$ cat src/rtl/kyber_loader_pkg.sv
// ============================================================================
// Module   : kyber_loader_pkg
// Brief    : Shared states, register offsets and constants for the noise loader
// Revision : 1.0
// ============================================================================
`default_nettype none

package kyber_loader_pkg;

    typedef enum logic [2:0] {
        ST_IDLE  = 3'd0,
        ST_FETCH = 3'd1,
        ST_MSG   = 3'd2,
        ST_WRITE = 3'd3,
        ST_TRIG  = 3'd4,
        ST_DONE  = 3'd5
    } state_t;

    localparam logic [31:0] c_off_key_coef = 32'h0000_0040;
    localparam logic [31:0] c_off_msg      = 32'h0000_0080;
    localparam logic [31:0] c_off_enc_coef = 32'h0000_0084;
    localparam logic [31:0] c_off_key_trig = 32'h0000_0164;
    localparam logic [31:0] c_off_enc_trig = 32'h0000_0168;

    localparam int unsigned c_n_key_coef = 16;
    localparam int unsigned c_n_enc_coef = 20;
    localparam int unsigned c_q          = 17;

endpackage

`default_nettype wire

$ cat src/rtl/cbd1_sampler.sv
// ============================================================================
// Module   : cbd1_sampler
// Brief    : Centered-binomial (eta=1) sample of two random bits, mod Q
// Revision : 1.0
// ============================================================================
`default_nettype none

module cbd1_sampler #(
    parameter int unsigned Q = 17
) (
    input  logic [1:0] i_bits,
    output logic [4:0] o_coef
);

    // a = bit 0, b = bit 1; a-b of -1 is folded to Q-1
    always_comb begin
        o_coef = 5'd0;
        if (i_bits == 2'b01)
            o_coef = 5'd1;
        else if (i_bits == 2'b10)
            o_coef = 5'(Q - 1);
    end

endmodule

`default_nettype wire

$ cat src/rtl/kyber_noise_loader.sv
// ============================================================================
// Module   : kyber_noise_loader
// Brief    : Expands random words into eta=1 noise and loads the Kyber core
// Revision : 1.0
// ============================================================================
`default_nettype none

module kyber_noise_loader
    import kyber_loader_pkg::*;
#(
    parameter logic [31:0] BASE_ADDR = 32'h4000_7000,
    parameter int unsigned Q         = c_q
) (
    input  logic        clk,
    input  logic        rst,
    input  logic        start,
    input  logic        mode,
    input  logic [31:0] message,
    input  logic        rnd_valid,
    output logic        rnd_ready,
    input  logic [31:0] rnd_data,
    output logic        enable,
    output logic [31:0] addr_Req,
    output logic [31:0] data_Req,
    output logic        wen_Req,
    output logic [7:0]  bytelane_Req,
    output logic        busy,
    output logic        done
);

    state_t      r_state, w_state_nxt;
    logic [4:0]  r_cnt, w_cnt_nxt;
    logic [3:0]  r_bit_idx, w_bit_idx_nxt;
    logic [31:0] r_shift, w_shift_nxt;
    logic        r_mode, w_mode_nxt;
    logic [31:0] r_msg, w_msg_nxt;

    logic        w_enable_nxt, w_wen_nxt, w_done_nxt;
    logic [31:0] w_addr_nxt, w_data_nxt;
    logic [4:0]  w_coef, w_last;

    // Samples the coefficient that will be on the bus next cycle
    cbd1_sampler #(.Q(Q)) u_sampler (
        .i_bits (w_shift_nxt[1:0]),
        .o_coef (w_coef)
    );

    assign w_last    = r_mode ? 5'(c_n_enc_coef - 1) : 5'(c_n_key_coef - 1);
    assign rnd_ready = (r_state == ST_FETCH);
    assign busy      = (r_state != ST_IDLE);

    always_comb begin
        w_state_nxt   = r_state;
        w_cnt_nxt     = r_cnt;
        w_bit_idx_nxt = r_bit_idx;
        w_shift_nxt   = r_shift;
        w_mode_nxt    = r_mode;
        w_msg_nxt     = r_msg;
        case (r_state)
            ST_IDLE: begin
                if (start) begin
                    w_mode_nxt    = mode;
                    w_msg_nxt     = message;
                    w_cnt_nxt     = 5'd0;
                    w_bit_idx_nxt = 4'd0;
                    w_state_nxt   = ST_FETCH;
                end
            end
            ST_FETCH: begin
                if (rnd_valid) begin
                    w_shift_nxt   = rnd_data;
                    w_bit_idx_nxt = 4'd0;
                    w_state_nxt   = (r_mode && r_cnt == 5'd0) ? ST_MSG : ST_WRITE;
                end
            end
            ST_MSG:   w_state_nxt = ST_WRITE;
            ST_WRITE: begin
                w_cnt_nxt     = r_cnt + 5'd1;
                w_shift_nxt   = {2'b00, r_shift[31:2]};
                w_bit_idx_nxt = (r_bit_idx == 4'hF) ? r_bit_idx : r_bit_idx + 4'd1;
                if (r_cnt == w_last)
                    w_state_nxt = ST_TRIG;
                else if (r_bit_idx == 4'hF)
                    w_state_nxt = ST_FETCH;
            end
            ST_TRIG:  w_state_nxt = ST_DONE;
            ST_DONE:  w_state_nxt = ST_IDLE;
            default:  w_state_nxt = ST_IDLE;
        endcase
    end

    // Bus values are derived from the next state so the outputs are registered
    always_comb begin
        w_enable_nxt = (w_state_nxt == ST_FETCH) || (w_state_nxt == ST_MSG) ||
                       (w_state_nxt == ST_WRITE) || (w_state_nxt == ST_TRIG);
        w_wen_nxt    = 1'b0;
        w_addr_nxt   = 32'd0;
        w_data_nxt   = 32'd0;
        w_done_nxt   = (w_state_nxt == ST_DONE);
        case (w_state_nxt)
            ST_MSG: begin
                w_wen_nxt  = 1'b1;
                w_addr_nxt = BASE_ADDR + c_off_msg;
                w_data_nxt = r_msg;
            end
            ST_WRITE: begin
                w_wen_nxt  = 1'b1;
                w_addr_nxt = BASE_ADDR + (r_mode ? c_off_enc_coef : c_off_key_coef) +
                             {25'd0, w_cnt_nxt, 2'b00};
                w_data_nxt = {27'd0, w_coef};
            end
            ST_TRIG: begin
                w_wen_nxt  = 1'b1;
                w_addr_nxt = BASE_ADDR + (r_mode ? c_off_enc_trig : c_off_key_trig);
            end
            default: ;
        endcase
    end

    always_ff @(posedge clk or posedge rst) begin
        if (rst) begin
            r_state      <= ST_IDLE;
            r_cnt        <= 5'd0;
            r_bit_idx    <= 4'd0;
            r_shift      <= 32'd0;
            r_mode       <= 1'b0;
            r_msg        <= 32'd0;
            enable       <= 1'b0;
            wen_Req      <= 1'b0;
            addr_Req     <= 32'd0;
            data_Req     <= 32'd0;
            bytelane_Req <= 8'h00;
            done         <= 1'b0;
        end else begin
            r_state      <= w_state_nxt;
            r_cnt        <= w_cnt_nxt;
            r_bit_idx    <= w_bit_idx_nxt;
            r_shift      <= w_shift_nxt;
            r_mode       <= w_mode_nxt;
            r_msg        <= w_msg_nxt;
            enable       <= w_enable_nxt;
            wen_Req      <= w_wen_nxt;
            addr_Req     <= w_addr_nxt;
            data_Req     <= w_data_nxt;
            bytelane_Req <= w_wen_nxt ? 8'hFF : 8'h00;
            done         <= w_done_nxt;
        end
    end

endmodule

`default_nettype wire

$ cat config.mk
export PLATFORM = sky130hd
export DESIGN_NAME = kyber_noise_loader
export DESIGN_NICKNAME = d
export VERILOG_FILES = /design/src/rtl/kyber_loader_pkg.sv /design/src/rtl/cbd1_sampler.sv /design/src/rtl/kyber_noise_loader.sv
export SDC_FILE = /design/constraint.sdc
export NUM_CORES = 1
export LEC_CHECK = 0
export BUFFER_PORTS_ARGS = -buffer_cell sky130_fd_sc_hd__buf_4
export CORE_MARGIN = 10
export CORE_UTILIZATION = 30
export DETAILED_ROUTE_END_ITERATION = 6
export PLACE_DENSITY_LB_ADDON = 0.12
export REMOVE_ABC_BUFFERS = 1
export SLEW_MARGIN = 10
export SYNTH_ARGS = -nofsm -noshare
export SYNTH_HDL_FRONTEND = slang
export SYNTH_HIERARCHICAL = 1
export SYNTH_SLANG_ARGS = --single-unit
$ cat constraint.sdc
create_clock -name clk -period 3.89 [get_ports clk]
set_input_delay 0.389 -clock clk [delete_from_list [all_inputs] [get_ports clk]]
set_output_delay 0.389 -clock clk [all_outputs]
set_load 0.02 [all_outputs]
==> summary.txt <==
Run status
  • Status: finished clean

Floorplan
  • IO Pins: ~150
  • Initial Util: 30.5%
  • Rows: 48
  • Die width: ~150 um
  • Die Ht: about 150 um
  • Die area: between 0.02 and 0.025 sq mm
  • Core area: between 0.015 and 0.02 sq mm

Power
  • Static Leak: 3.33 nW
  • Final Power: between 5 and 6 mW
  • Peak VDD IR: between 0.3 and 0.4 mV
  • PwrDens: between 800 and 900 mW/mm^2

STA
  • Setup violators final: 0
  • Final Hold Fails: 0
  • Final worst slack: 1.23 ns
  • Achievable Freq: 376 MHz
  • Max-slew violations: 0
  • Hold_ws: 0.0655 ns
  • Post-Route Skew: ~0.011 ns
  • Worst-margin pin slew: 0.832 ns
  • Period utilization: a little under 70%
  • Relative slew slack: between 40 and 50%
  • Tmin final: ~2.7 ns
  • RSZ-0062 raised after global routing: false

Clock tree
  • CTS Hold Bufs: 0
  • CTS buffer count: 17
  • CTS HTree Levels: 4
  • Setup bufs post-CTS: 0
  • Max clock buf depth: 2
  • PostCTS Resize Cnt: 0
  • CTS root buf: clkbuf_16
  • Clock Sinks: 120
  • Worst-path clk slew: 0.06 ns
  • TritonCTS clock tree: yes
  • Worst skew pair latency: 0.41 ns

Setup path
  • Worst Path Required: 4.17 ns
  • CP Class: flop to flop
  • Worst Setup Start Kind: flop
  • CP Max Fanout: 21
  • WP data arrival: 2.93 ns
  • Crit. End Element: flop
  • CP Launch Point: r_state[2]
  • Worst r2r src: r_state[2]

Synth
  • XOR/XNOR Fraction of Synth Area: less than 1%
  • Combinational family with the most area after synthesis: simple AND/OR/NAND/NOR gates
  • Mapped cell area: 0.00525 sq mm
  • Sequential cell area fraction in the yosys report: 57.2%
  • Cell count after synthesis: about 450
  • Mux contribution to synthesized area: 8.01%
  • Post-Synth Adder-Cell Area: around 1.7%
  • Yosys warning count: 6
  • Post-synth EDFFs: 0
  • Synthesized area per cell: 11.6 sq um
  • Predominant post-synthesis flop cell: dfrtp_1
  • Synth async-reset ratio: 100%
  • Flops & latches, synth: 120
  • Synth Area in Compound Gates: between 10% and 20%
  • Distinct cells, synth: 49
  • Simple-gate area share of the yosys netlist: 12.6%

Job
  • MaxCap Viol Count: 0

Routing
  • Post-route ant nets: 0
  • Via density: around 4.5
  • Post-Route WL: between 10000 and 15000 um
  • Wirelength per Cell: 16.8 um
  • Violation count after the first detailed-route iteration: ~210
  • Vias: ~3600
  • DRC: 0
  • DRT Pass-1 Iters: 4

Global routing
  • Vias in the first global route: approximately 3900
  • Total global-route track usage: between 10% and 20%
  • First-pass GRT wire length: 21500 um
  • Antenna violations before repair: 0
  • Pin count of the biggest net entering global routing: 73
  • GRT overflow: 0

Cells and area
  • Most common cell after layout, fill and taps aside: buf_4
  • Final nets: 639
  • N_diodes: 0
  • Most frequent cells in the layout: buf_4, dfrtp_1, nand2_1
  • Share of cells above drive strength 1: between 30% and 40%
  • P&R area growth vs syn: 30.9%

Placement
  • Pre-CTS setup slack: 1.21 ns
  • GP Congestion: 0.761
  • Port bufs: 124
  • Post-DP HPWL: 9250 um

Hold path
  • Hold Path Class: primary input to asynchronous set/reset pin
## cell usage after synthesis (4+ instances only)
master      n  area [sq um]
nor2b_1     9          56.3
and3_1     29           181
o31ai_1     4          30.0
o21ai_0    37           185
nand3_1     4          20.0
nand4_1     4          25.0
buf_2       6          30.0
buf_4      35           263
nor4bb_1    4          40.0
ha_1        7          87.6
mux2_2     32           360
clkbuf_1   22          82.6
inv_1       7          26.3
a22oi_1    30           225
and2_1      4          25.0
o21ai_1     5          25.0
nor2_1      7          26.3
a21oi_1     5          25.0
nand2_1    42           158
dfrtp_1   120          3000
mux2i_1     6          60.1
## logic make-up (layout without fill, tap and decap cells)
logic type,after synthesis,count (layout)
other cells,2,24
mux,38,38
compound gates,97,97
fa+ha+maj,7,7
xor+xnor,3,3
buf+inv,70,168
simple gates,117,117
flops,120,120
## area by class of cell
class / count / area [sq um]
Timing Repair Buffer: 131 / 996
Clock inverter: 8 / 146
Sequential cell: 120 / 3000
Tap cell: 225 / 282
Clock buffer: 22 / 464
Inverter: 7 / 28.8
Fill cell: 1673 / 10400
Multi-Input combinational cell: 286 / 1960
## per-stage QoR
step	cells	cell area (sq um)	TNS (ns)	utilization [%]
2_1_floorplan	413	4960	-10.51	-
3_3_place_gp	769	6260	0	36.3
3_5_place_dp	769	6260	0	36.3
4_1_cts	799	6880	0	39.9
5_1_grt	799	6880	0	39.9
6_report	799	6880	0	39.9
## final timing paths
| check | to | slack (ns) | depth (start not counted) |
|---|---|---|---|
| max in group asynchronous | data_Req[12] | 3.00 | 3 |
| worst min-delay path | data_Req[16] | 0.07 | 2 |
| min in group clk | r_shift[30] | 0.19 | 2 |
| worst max register to register | addr_Req[7] | 1.23 | 8 |
| worst max-delay path | addr_Req[7] | 1.23 | 8 |
| worst min register to register | r_shift[12] | 0.48 | 2 |
## power by group
| part | total [mW] | leakage (nW) | internal [mW] | switching, mW |
|---|---|---|---|---|
| Combinational | 1.95 | 1.48 | 0.836 | 1.11 |
| Sequential | 1.97 | 1.55 | 1.68 | 0.282 |
| Clock | 1.64 | 0.296 | 1.10 | 0.544 |
| Total | 5.55 | 3.33 | 3.62 | 1.94 |
## routing by layer
layer / wire [um] / vias up / track usage, %
li1: - / 1763 / -
met1: 5490 / 1779 / 12.6
met2: 7090 / 76 / 20.2
met3: 669 / 12 / 4.21
met4: 161 / 0 / 4.40
met5: 0 / - / 0
## state kept, by name, summed over array words and instances, names as in the netlist
name	cells
r_cnt	5
enable	1
r_mode	1
addr_Req	8
r_shift	32
data_Req	32
r_bit_idx	4
r_state	3
bytelane_Req	1
r_msg	32
done	1
## worst max-delay path, stage by stage, from the launching register on
cell	delay, ns
dfrtp_1	0.64
and3b_1	0.60
nor2_1	0.13
nand2_1	0.09
o21ai_0	0.15
ha_1	0.26
or2_2	0.27
a311oi_1	0.25
nor3b_1	0.12
Power figures use the tool's default switching activity.
